## config.mk

```make
export PLATFORM = sky130hd
export DESIGN_NAME = rf_wb_arbiter_flat
export DESIGN_NICKNAME = d
export VERILOG_FILES = /design/src/rtl/rf_wb_arbiter_pkg.sv /design/src/rtl/rf_wb_arbiter_if.sv /design/src/rtl/rf_wb_arbiter_rr.sv /design/src/rtl/rf_wb_arbiter.sv /design/src/flat_wrapper.sv
export SDC_FILE = /design/constraint.sdc
export NUM_CORES = 1
export LEC_CHECK = 0
export CORE_ASPECT_RATIO = 0.6
export CORE_MARGIN = 2
export CORE_UTILIZATION = 33
export CTS_BUF_LIST = sky130_fd_sc_hd__clkbuf_8 sky130_fd_sc_hd__clkbuf_16
export CTS_CLUSTER_SIZE = 10
export DETAILED_ROUTE_END_ITERATION = 16
export PLACE_DENSITY = 0.77
export SLEW_MARGIN = 20
export SYNTH_ARGS = -nofsm -noshare
export SYNTH_HDL_FRONTEND = slang
export SYNTH_SLANG_ARGS = --single-unit
```

## constraint.sdc

```tcl
create_clock -name clk -period 3.7 [get_ports clk]
set_input_delay 0.74 -clock clk [delete_from_list [all_inputs] [get_ports clk]]
set_output_delay 0.74 -clock clk [all_outputs]
set_load 0.01 [all_outputs]
```

## src/rtl/rf_wb_arbiter_pkg.sv

```systemverilog
// +--------------------------------------------------------------------------+
// | rf_ctrl_pkg: shared widths, requester index type and bus slice helpers.  |
// | Rev 1.0                                                                  |
// +--------------------------------------------------------------------------+
`default_nettype none

package rf_ctrl_pkg;

  localparam int AW       = 5;
  localparam int DW       = 32;
  localparam int NREG     = 32;
  localparam int NREQ_MAX = 8;
  localparam int IDW      = 3;

  typedef logic [IDW-1:0] req_idx_t;

  // Callers zero-extend their packed NREQ-wide buses to NREQ_MAX slices.
  function automatic logic [AW-1:0] rd_slice(input logic [NREQ_MAX*AW-1:0] bus,
                                             input req_idx_t i);
    logic [$clog2(NREQ_MAX*AW)-1:0] lo;
    lo = ($clog2(NREQ_MAX*AW))'(i) * ($clog2(NREQ_MAX*AW))'(AW);
    return bus[lo +: AW];
  endfunction

  function automatic logic [DW-1:0] data_slice(input logic [NREQ_MAX*DW-1:0] bus,
                                               input req_idx_t i);
    logic [$clog2(NREQ_MAX*DW)-1:0] lo;
    lo = ($clog2(NREQ_MAX*DW))'(i) * ($clog2(NREQ_MAX*DW))'(DW);
    return bus[lo +: DW];
  endfunction

endpackage

`default_nettype wire

```

## src/rtl/rf_wb_arbiter_if.sv

```systemverilog
// +--------------------------------------------------------------------------+
// | rf_wb_arbiter_if: writeback requester valid/ready bus with packed slices.|
// | Rev 1.0                                                                  |
// +--------------------------------------------------------------------------+
`default_nettype none

interface rf_wb_arbiter_if #(
  parameter int NREQ = 3,
  parameter int AW   = rf_ctrl_pkg::AW,
  parameter int DW   = rf_ctrl_pkg::DW
);

  logic [NREQ-1:0]    req_valid;
  logic [NREQ-1:0]    req_ready;
  logic [NREQ*AW-1:0] req_rd;
  logic [NREQ*DW-1:0] req_data;

  modport master (
    output req_valid,
    output req_rd,
    output req_data,
    input  req_ready
  );

  modport slave (
    input  req_valid,
    input  req_rd,
    input  req_data,
    output req_ready
  );

endinterface

`default_nettype wire

```

## src/rtl/rf_wb_arbiter_rr.sv

```systemverilog
// +--------------------------------------------------------------------------+
// | rf_rr_arbiter: one-hot grant; round-robin when RF_ARB_RR_EN is defined,  |
// | fixed lowest-index priority otherwise.                       Rev 1.0     |
// +--------------------------------------------------------------------------+
`default_nettype none

module rf_rr_arbiter
  import rf_ctrl_pkg::*;
#(
  parameter int NREQ = 3
) (
  input  wire logic            clk,
  input  wire logic            reset,
  input  wire logic [NREQ-1:0] req,
  input  wire logic            advance,
  output logic      [NREQ-1:0] gnt,
  output req_idx_t             gnt_id
);

`ifdef RF_ARB_RR_EN

  req_idx_t ptr_q;
  req_idx_t ptr_d;
  logic     found;

  // Two passes emulate a rotated search starting at ptr+1: first the indices
  // above the pointer, then wrap around to the lowest valid index.
  always_comb begin
    gnt    = '0;
    gnt_id = '0;
    found  = 1'b0;
    for (int i = 0; i < NREQ; i++) begin
      if (!found && req[i] && (i > int'(ptr_q))) begin
        found  = 1'b1;
        gnt[i] = 1'b1;
        gnt_id = req_idx_t'(i);
      end
    end
    for (int i = 0; i < NREQ; i++) begin
      if (!found && req[i]) begin
        found  = 1'b1;
        gnt[i] = 1'b1;
        gnt_id = req_idx_t'(i);
      end
    end
  end

  always_comb begin
    ptr_d = ptr_q;
    if (advance) begin
      ptr_d = gnt_id;
    end
  end

  always_ff @(posedge clk or posedge reset) begin
    if (reset) begin
      ptr_q <= req_idx_t'(NREQ - 1);
    end else begin
      ptr_q <= ptr_d;
    end
  end

`else

  logic found;
  logic unused_rr;

  always_comb begin
    gnt    = '0;
    gnt_id = '0;
    found  = 1'b0;
    for (int i = 0; i < NREQ; i++) begin
      if (!found && req[i]) begin
        found  = 1'b1;
        gnt[i] = 1'b1;
        gnt_id = req_idx_t'(i);
      end
    end
  end

  // Fixed priority is stateless; clock, reset and advance are not needed.
  assign unused_rr = ^{clk, reset, advance};

`endif

endmodule

`default_nettype wire

```

## src/rtl/rf_wb_arbiter.sv

```systemverilog
// +--------------------------------------------------------------------------+
// | rf_wb_arbiter: register-file write-port arbiter with pending-write       |
// | scoreboard. Option macro: RF_ARB_RR_EN (round-robin).        Rev 1.0     |
// +--------------------------------------------------------------------------+
`default_nettype none

module rf_wb_arbiter
  import rf_ctrl_pkg::*;
#(
  parameter int NREQ = 3
) (
  input  wire logic            clk,
  input  wire logic            reset,
  rf_wb_arbiter_if.slave       req_if,
  output logic                 rf_we,
  output logic      [AW-1:0]   rf_waddr,
  output logic      [DW-1:0]   rf_wdata,
  output logic      [2:0]      grant_id,
  input  wire logic            resv_valid,
  input  wire logic [AW-1:0]   resv_rd,
  input  wire logic [AW-1:0]   qry_rs,
  input  wire logic [AW-1:0]   qry_rt,
  output logic                 qry_rs_busy,
  output logic                 qry_rt_busy,
  output logic      [NREG-1:0] busy_vec
);

  logic [NREQ-1:0]        gnt;
  req_idx_t               gnt_id;
  logic                   xfer;
  logic [NREQ_MAX*AW-1:0] rd_bus;
  logic [NREQ_MAX*DW-1:0] data_bus;
  logic [AW-1:0]          sel_rd;
  logic [DW-1:0]          sel_data;

  logic                   rf_we_q,    rf_we_d;
  logic [AW-1:0]          rf_waddr_q, rf_waddr_d;
  logic [DW-1:0]          rf_wdata_q, rf_wdata_d;
  logic [NREG-1:0]        busy_q,     busy_d;

  rf_rr_arbiter #(
    .NREQ (NREQ)
  ) u_arb (
    .clk     (clk),
    .reset   (reset),
    .req     (req_if.req_valid),
    .advance (xfer),
    .gnt     (gnt),
    .gnt_id  (gnt_id)
  );

  assign req_if.req_ready = gnt;
  assign grant_id         = gnt_id;
  assign xfer             = |(req_if.req_valid & gnt);

  assign rd_bus   = (NREQ_MAX*AW)'(req_if.req_rd);
  assign data_bus = (NREQ_MAX*DW)'(req_if.req_data);
  assign sel_rd   = rd_slice(rd_bus, gnt_id);
  assign sel_data = data_slice(data_bus, gnt_id);

  // A write to r0 is accepted but never raises the write enable.
  always_comb begin
    rf_we_d    = 1'b0;
    rf_waddr_d = rf_waddr_q;
    rf_wdata_d = rf_wdata_q;
    if (xfer) begin
      rf_we_d    = (sel_rd != '0);
      rf_waddr_d = sel_rd;
      rf_wdata_d = sel_data;
    end
  end

  // Clear first, then set: a same-cycle reservation is younger and wins.
  always_comb begin
    busy_d = busy_q;
    if (rf_we_q) begin
      busy_d[rf_waddr_q] = 1'b0;
    end
    if (resv_valid && (resv_rd != '0)) begin
      busy_d[resv_rd] = 1'b1;
    end
    busy_d[0] = 1'b0;
  end

  always_ff @(posedge clk or posedge reset) begin
    if (reset) begin
      rf_we_q    <= 1'b0;
      rf_waddr_q <= '0;
      rf_wdata_q <= '0;
      busy_q     <= '0;
    end else begin
      rf_we_q    <= rf_we_d;
      rf_waddr_q <= rf_waddr_d;
      rf_wdata_q <= rf_wdata_d;
      busy_q     <= busy_d;
    end
  end

  assign rf_we       = rf_we_q;
  assign rf_waddr    = rf_waddr_q;
  assign rf_wdata    = rf_wdata_q;
  assign busy_vec    = busy_q;
  assign qry_rs_busy = busy_q[qry_rs];
  assign qry_rt_busy = busy_q[qry_rt];

endmodule

`default_nettype wire

```

## src/flat_wrapper.sv

```systemverilog
// flat-port wrapper written by rule: the top's interface ports become plain ports
module rf_wb_arbiter_flat import rf_ctrl_pkg::*;
#(
  parameter int NREQ = 3
)
  (clk, reset, rf_we, rf_waddr, rf_wdata, grant_id, resv_valid, resv_rd, qry_rs, qry_rt, qry_rs_busy, qry_rt_busy, busy_vec, req_if_req_valid, req_if_req_rd, req_if_req_data, req_if_req_ready);
  rf_wb_arbiter_if #(.NREQ(NREQ)) req_if_i ();
  input  wire logic clk;
  input  wire logic reset;
  output logic rf_we;
  output logic      [AW-1:0] rf_waddr;
  output logic      [DW-1:0] rf_wdata;
  output logic      [2:0] grant_id;
  input  wire logic resv_valid;
  input  wire logic [AW-1:0] resv_rd;
  input  wire logic [AW-1:0] qry_rs;
  input  wire logic [AW-1:0] qry_rt;
  output logic qry_rs_busy;
  output logic qry_rt_busy;
  output logic      [NREG-1:0] busy_vec;
  input wire logic [$bits(req_if_i.req_valid)-1:0] req_if_req_valid;
  input wire logic [$bits(req_if_i.req_rd)-1:0] req_if_req_rd;
  input wire logic [$bits(req_if_i.req_data)-1:0] req_if_req_data;
  output wire logic [$bits(req_if_i.req_ready)-1:0] req_if_req_ready;
  assign req_if_i.req_valid = req_if_req_valid;
  assign req_if_i.req_rd = req_if_req_rd;
  assign req_if_i.req_data = req_if_req_data;
  assign req_if_req_ready = req_if_i.req_ready;
  rf_wb_arbiter #(.NREQ(NREQ)) u_core (.clk(clk), .reset(reset), .req_if(req_if_i), .rf_we(rf_we), .rf_waddr(rf_waddr), .rf_wdata(rf_wdata), .grant_id(grant_id), .resv_valid(resv_valid), .resv_rd(resv_rd), .qry_rs(qry_rs), .qry_rt(qry_rt), .qry_rs_busy(qry_rs_busy), .qry_rt_busy(qry_rt_busy), .busy_vec(busy_vec));
endmodule
```

# Word-level counts from Yosys, hierarchy flattened

Index checks and enable logic that the tools add are counted.

Flip-flop bits (word level): 69
Logic and storage cells: 44
Output and inout bits: 78

Muxes and demuxes: 17
Reductions and logical operators: 10
$lt $le $gt $ge: 6
$mul: 1
Shift-type cells: 2
Bitwise operators: 4

Operator list:

| cell                                                               | number |
|---|---|
| variable part select 256 x 9 -> 32 bit                             | 1 |
| two-way mux 32 bit                                                 | 2 |
| variable part select 40 x 7 -> 5 bit                               | 1 |
| AND 32 bit                                                         | 1 |
| inverter 32 bit                                                    | 1 |
| bitwise OR 32 bit                                                  | 1 |
| less-than comparator 5 x 6 -> 1 bit (second input constant)        | 4 |
| binary-select mux 1 bit (select 5 bit)                             | 2 |
| demux 1 bit (select 5 bit)                                         | 2 |
| greater-or-equal comparator 5 x 1 -> 1 bit (second input constant) | 2 |
| two-way mux 1 bit                                                  | 10 |
| nonzero test 5 bit                                                 | 2 |
| multiplier 3 x 3 -> 6 bit (second input constant)                  | 1 |
| logical AND 1 bit                                                  | 5 |
| AND 3 bit                                                          | 1 |
| two-way mux 3 bit                                                  | 1 |
| OR reduction 3 bit                                                 | 1 |
| logical NOT 1 bit                                                  | 2 |

# Depth between registers and ports, before layout

Depth in word-level cells: 11
Depth in mapped cells: 6
Mapped depth without buffers: 4

# Hierarchy

Synthesis repeated with hierarchy kept, for this count alone.

Cell total of the unflattened synthesis: 414
Area, all modules: 4,018.9 um2

Modules (own cells, without submodules):

| module        | area an instance (um2) | seq. area each (um2) | instances | cells each |
|---|---|---|---|---|
| rf_wb_arbiter | 3,966.3                | 1,726.7              | 1         | 407 |
| rf_rr_arbiter | 52.6                   | 0.0                  | 1         | 7 |

# Least setup slack after synthesis

OpenSTA, ideal clock, no wires.

Path kind: in2out
Start point: input port qry_rs[0]
End point: output port qry_rs_busy
Data arrival time: 2.228 ns
Data required time: 2.960 ns
Path slack: 0.732 ns
Cell stages on the path: 4
Buffers on the path: 1
Cell sequence: buf_2 -> mux4_2 -> mux4_2 -> mux2_2

Longest elaborated chain between the ends: 2

Ends and longest elaborated chain:

| what                                    | line                 | text |
|---|---|---|
| from (decl)                             | flat_wrapper.sv:16   | `input wire logic [AW-1:0] qry_rs;` |
| binary-select mux 1 bit (select 5 bit)  | rf_wb_arbiter.sv:103 | `assign qry_rs_busy = busy_q[qry_rs];` |
| two-way mux 1 bit (implied by the code) | rf_wb_arbiter.sv:103 |  |
| to (decl)                               | flat_wrapper.sv:18   | `output logic qry_rs_busy;` |

Every way passes these cells. The select of a mux whose other input is x is not followed.

# Worst setup path after layout

Start point: input port qry_rs[1]
End point: output port qry_rs_busy

Same word-level chain as after synthesis.

==> flow_summary_export.csv <==
group,metric,value,unit
power,p_clk_frac,0.267,
floorplan,die_h,87.8,um
detailed_routing,initialDrtViolationCount,286,
power,power_frac_comb,0.366,
placement,dp_hpwl,11.1,mm
yosys,synth_xor_xnor_area_share,0,
yosys,yosysWarningCount,0,
timing,slew_viol_final,0,
yosys,syn_avg_cell_area,9.25,um2
timing,max_freq,281,MHz
cts,clk_latency,0.32,ns
global_routing,globalRouteOverflowTotal,0,
worst_setup_path,path_class,"in2out",
cts,clkSinkCount,69,
placement,numPortBuffers,207,
layout,fin_nets,744,
detailed_routing,vias_per_cell,5.41,
floorplan,dieArea,0.0126,mm2
worst_setup_path,rr_worst_depth,4,
worst_setup_path,path_cells,"clkdlybuf4s50_1 -> buf_4 -> mux2i_1 -> mux2i_1 -> mux4_2 -> mux2_2 -> dlygate4sd2_1",
yosys,yosysSeqAreaShare,0.447,
yosys,ys_ff_latch,69,
layout,area_growth,65.8,%
worst_setup_path,cp-end-kind,"primary output",
detailed_routing,drc_errors,0,
cts,cts_buffers,9,
global_routing,antenna_found_initial,0,
power,pwr-share-seq,0.367,
yosys,synth_top_cell_by_area,"dfrtp_1",
global_routing,grt_pass1_wl,22.2,mm
status,status,"finished clean",
worst_setup_path,max_stage_delay,0.47,ns
floorplan,boundaryPins,210,
layout,n_antenna_cell,0,
power,p_sw_frac,0.322,
global_routing,grt_pass1_vias,4201,
cts,cts_hold_buf,0,
power,p_leak,2.51,nW
yosys,synth.top_cell.area_share,0.447,
cts,ctsHtreeMaxLevel,3,
floorplan,die_x,144,um
worst_setup_path,cp.arrival,2.81,ns
flow_run,maxCapViolCount,0,
power,p_per_area,517,mW/mm2
worst_setup_path,cp_max_fo,9,
detailed_routing,wl,14.6,mm
yosys,synthMuxAreaShare,0.127,
yosys,synth_compound_area_frac,0.247,
min_path,hp-class,"reg2reg",
detailed_routing,vias,4204,
worst_setup_path,critPathMostFrequentCell,"mux2i_1",
worst_setup_path,required,2.96,ns
worst_setup_path,worst_path_max_delay_cell,"mux4_2",
cts,cts_tree,"built",
yosys,yosys.area_share.simple,0.128,
timing,fin_crit_sh,0.960,
floorplan,row_count,30,
cts,cts-root-buf,"clkbuf_16",
placement,gp_congestion,0.947,
min_path,hold_depth,2,
yosys,synthAdderAreaFrac,0,
power,p_int,2.24,mW
timing,hold_violations,0,
timing,grt_setup_unrepaired,"false",
yosys,synth_cells,417,
floorplan,initial_core_util,0.340,
timing,fin_worst_skew,0.00554,ns
detailed_routing,post_drt_wl_per_cell,18.7,um
yosys,synth.distinct_cells,24,
timing,period_minus_slack,3.55,ns
placement,post_dp_cell_area,0.00607,mm2
layout,final_area,0.00640,mm2
yosys,synth_area_leaders,"dfrtp_1 45%, o21ai_0 13%, mux4_2 11%",
floorplan,coreArea,0.0113,mm2
power,worst_ir_drop_vdd,0.199,mV
detailed_routing,ant_nets,0,
detailed_routing,firstDrtPassIters,5,
timing,maxSlewHeadroom,0.396,
cts,clk_path_buf_depth,2,
timing,setup_viol,0,
power,p_switching,1.06,mW
placement,place_worst_setup_slack,-0.191,ns
cts,clk_pin_slew,0.05,ns
layout,drive_gt1_frac,0.0972,
timing,fin_ws,0.147,ns
worst_setup_path,start_kind,"input port",
global_routing,grt_max_degree,70,
timing,worst_pin_slew,0.906,ns
global_routing,grtUsageTotal,0.231,
yosys,syn_area,0.00386,mm2
yosys,synth_top_family_by_area,"compound AO/OA/AOI/OAI gates",
[final timing paths]
kind,endpoint,slack [ns],start
worst max-delay path,qry_rs_busy,0.15,qry_rs[1]
worst min-delay path,u_core.rf_wdata[0],0.50,u_core.rf_wdata[0]
worst max register to register,u_core.busy_vec[18],2.08,u_core.rf_waddr[4]
worst min register to register,u_core.rf_wdata[0],0.50,u_core.rf_wdata[0]
max in group asynchronous,u_core.rf_wdata[16],2.08,reset
min in group asynchronous,u_core.rf_wdata[18],0.99,reset
[power by group through the flow]
stage	Combinational [mW]	Sequential [mW]	Clock [mW]
after floorplan	0.438	1.20	0
after detailed placement	1.21	1.21	0
after global placement	1.18	1.20	0
final	1.21	1.21	0.882
after CTS	1.21	1.20	0.899
after global routing	1.30	1.23	0.931
[flip-flops by register name (all words and copies together), names as in the netlist]
register / count
u_core.rf_waddr: 5
u_core.busy_vec: 31
u_core.rf_we: 1
u_core.rf_wdata: 32
[cells by family after synthesis]
| group | count (synthesis) |
|---|---|
| mux | 26 |
| flops | 69 |
| other cells | 1 |
| simple gates | 106 |
| buf+inv | 45 |
| compound gates | 170 |
[critical path, delay by kind of cell]
family | cells | cell delay (ns)
buffers and inverters | 3 | 0.95
muxes | 4 | 1.13
[cells in the mapped netlist]
cell type   n
o21ai_0    99
dfrtp_1    69
a22oi_1    36
nand2_1    36
nor2_1     32
a21oi_1    30
clkbuf_1   22
mux4_2     18
nand3_1    14
inv_1      10
nand3b_1    9
buf_1       5
buf_4       5
mux2i_1     5
o211ai_1    4
or2_2       4
or3_1       4
or3b_2      4
buf_2       3
mux2_2      3
nor2b_1     2
a31oi_1     1
conb_1      1
nor3_1      1
[placed cells by master, fill, tap and decap left out, types with 3 or more instances in the layout]
| master | netlist | routed |
|---|---|---|
| or3b_2 | 4 | 4 |
| clkbuf_16 | 0 | 9 |
| nor2_1 | 32 | 32 |
| inv_1 | 10 | 9 |
| nand3_1 | 14 | 14 |
| nand2_1 | 36 | 36 |
| buf_4 | 5 | 9 |
| dfrtp_1 | 69 | 69 |
| o211ai_1 | 4 | 4 |
| clkdlybuf4s50_1 | 0 | 201 |
| nand3b_1 | 9 | 9 |
| a22oi_1 | 36 | 36 |
| mux2i_1 | 5 | 5 |
| a21oi_1 | 30 | 30 |
| or2_2 | 4 | 4 |
| or3_1 | 4 | 4 |
| mux2_2 | 3 | 3 |
| o21ai_0 | 99 | 99 |
| mux4_2 | 18 | 18 |
[metrics by stage]
stage	total power, mW	hold slack, ns	TNS (ns)	std cells	utilization
after global placement	2.38	0.485	-0.271	759	0.535
after global routing	3.46	0.531	0	777	0.564
after CTS	3.30	0.504	0	775	0.562
final	3.30	0.502	0	777	0.564
after floorplan	1.63	0.537	0	418	-
after detailed placement	2.42	0.491	-0.369	759	0.535
[layer usage]
metal  vias up  GRT usage  share of wire
met4         0     0.0731          0.022
met2       249      0.351           0.44
met1      2013      0.305           0.43
met5         -          0              0
li1       1912          -              -
met3        30     0.0913           0.11
[final cells by class]
cell class | count | area, um2
clock buffer | 11 | 253
clock inverter | 5 | 57.6
fill | 1012 | 4940
inverter | 10 | 37.5
multi-input combinational | 304 | 1950
sequential | 69 | 1730
tap | 160 | 200
timing repair buffer | 218 | 2170
[timing repair]
| action | in CTS | in global routing |
|---|---|---|
| gates resized for setup | 2 | 2 |
| endpoints found under the setup margin | 2 | 2 |
| setup buffers | 0 | 2 |
No activity file was read; power rests on OpenSTA's default activity.
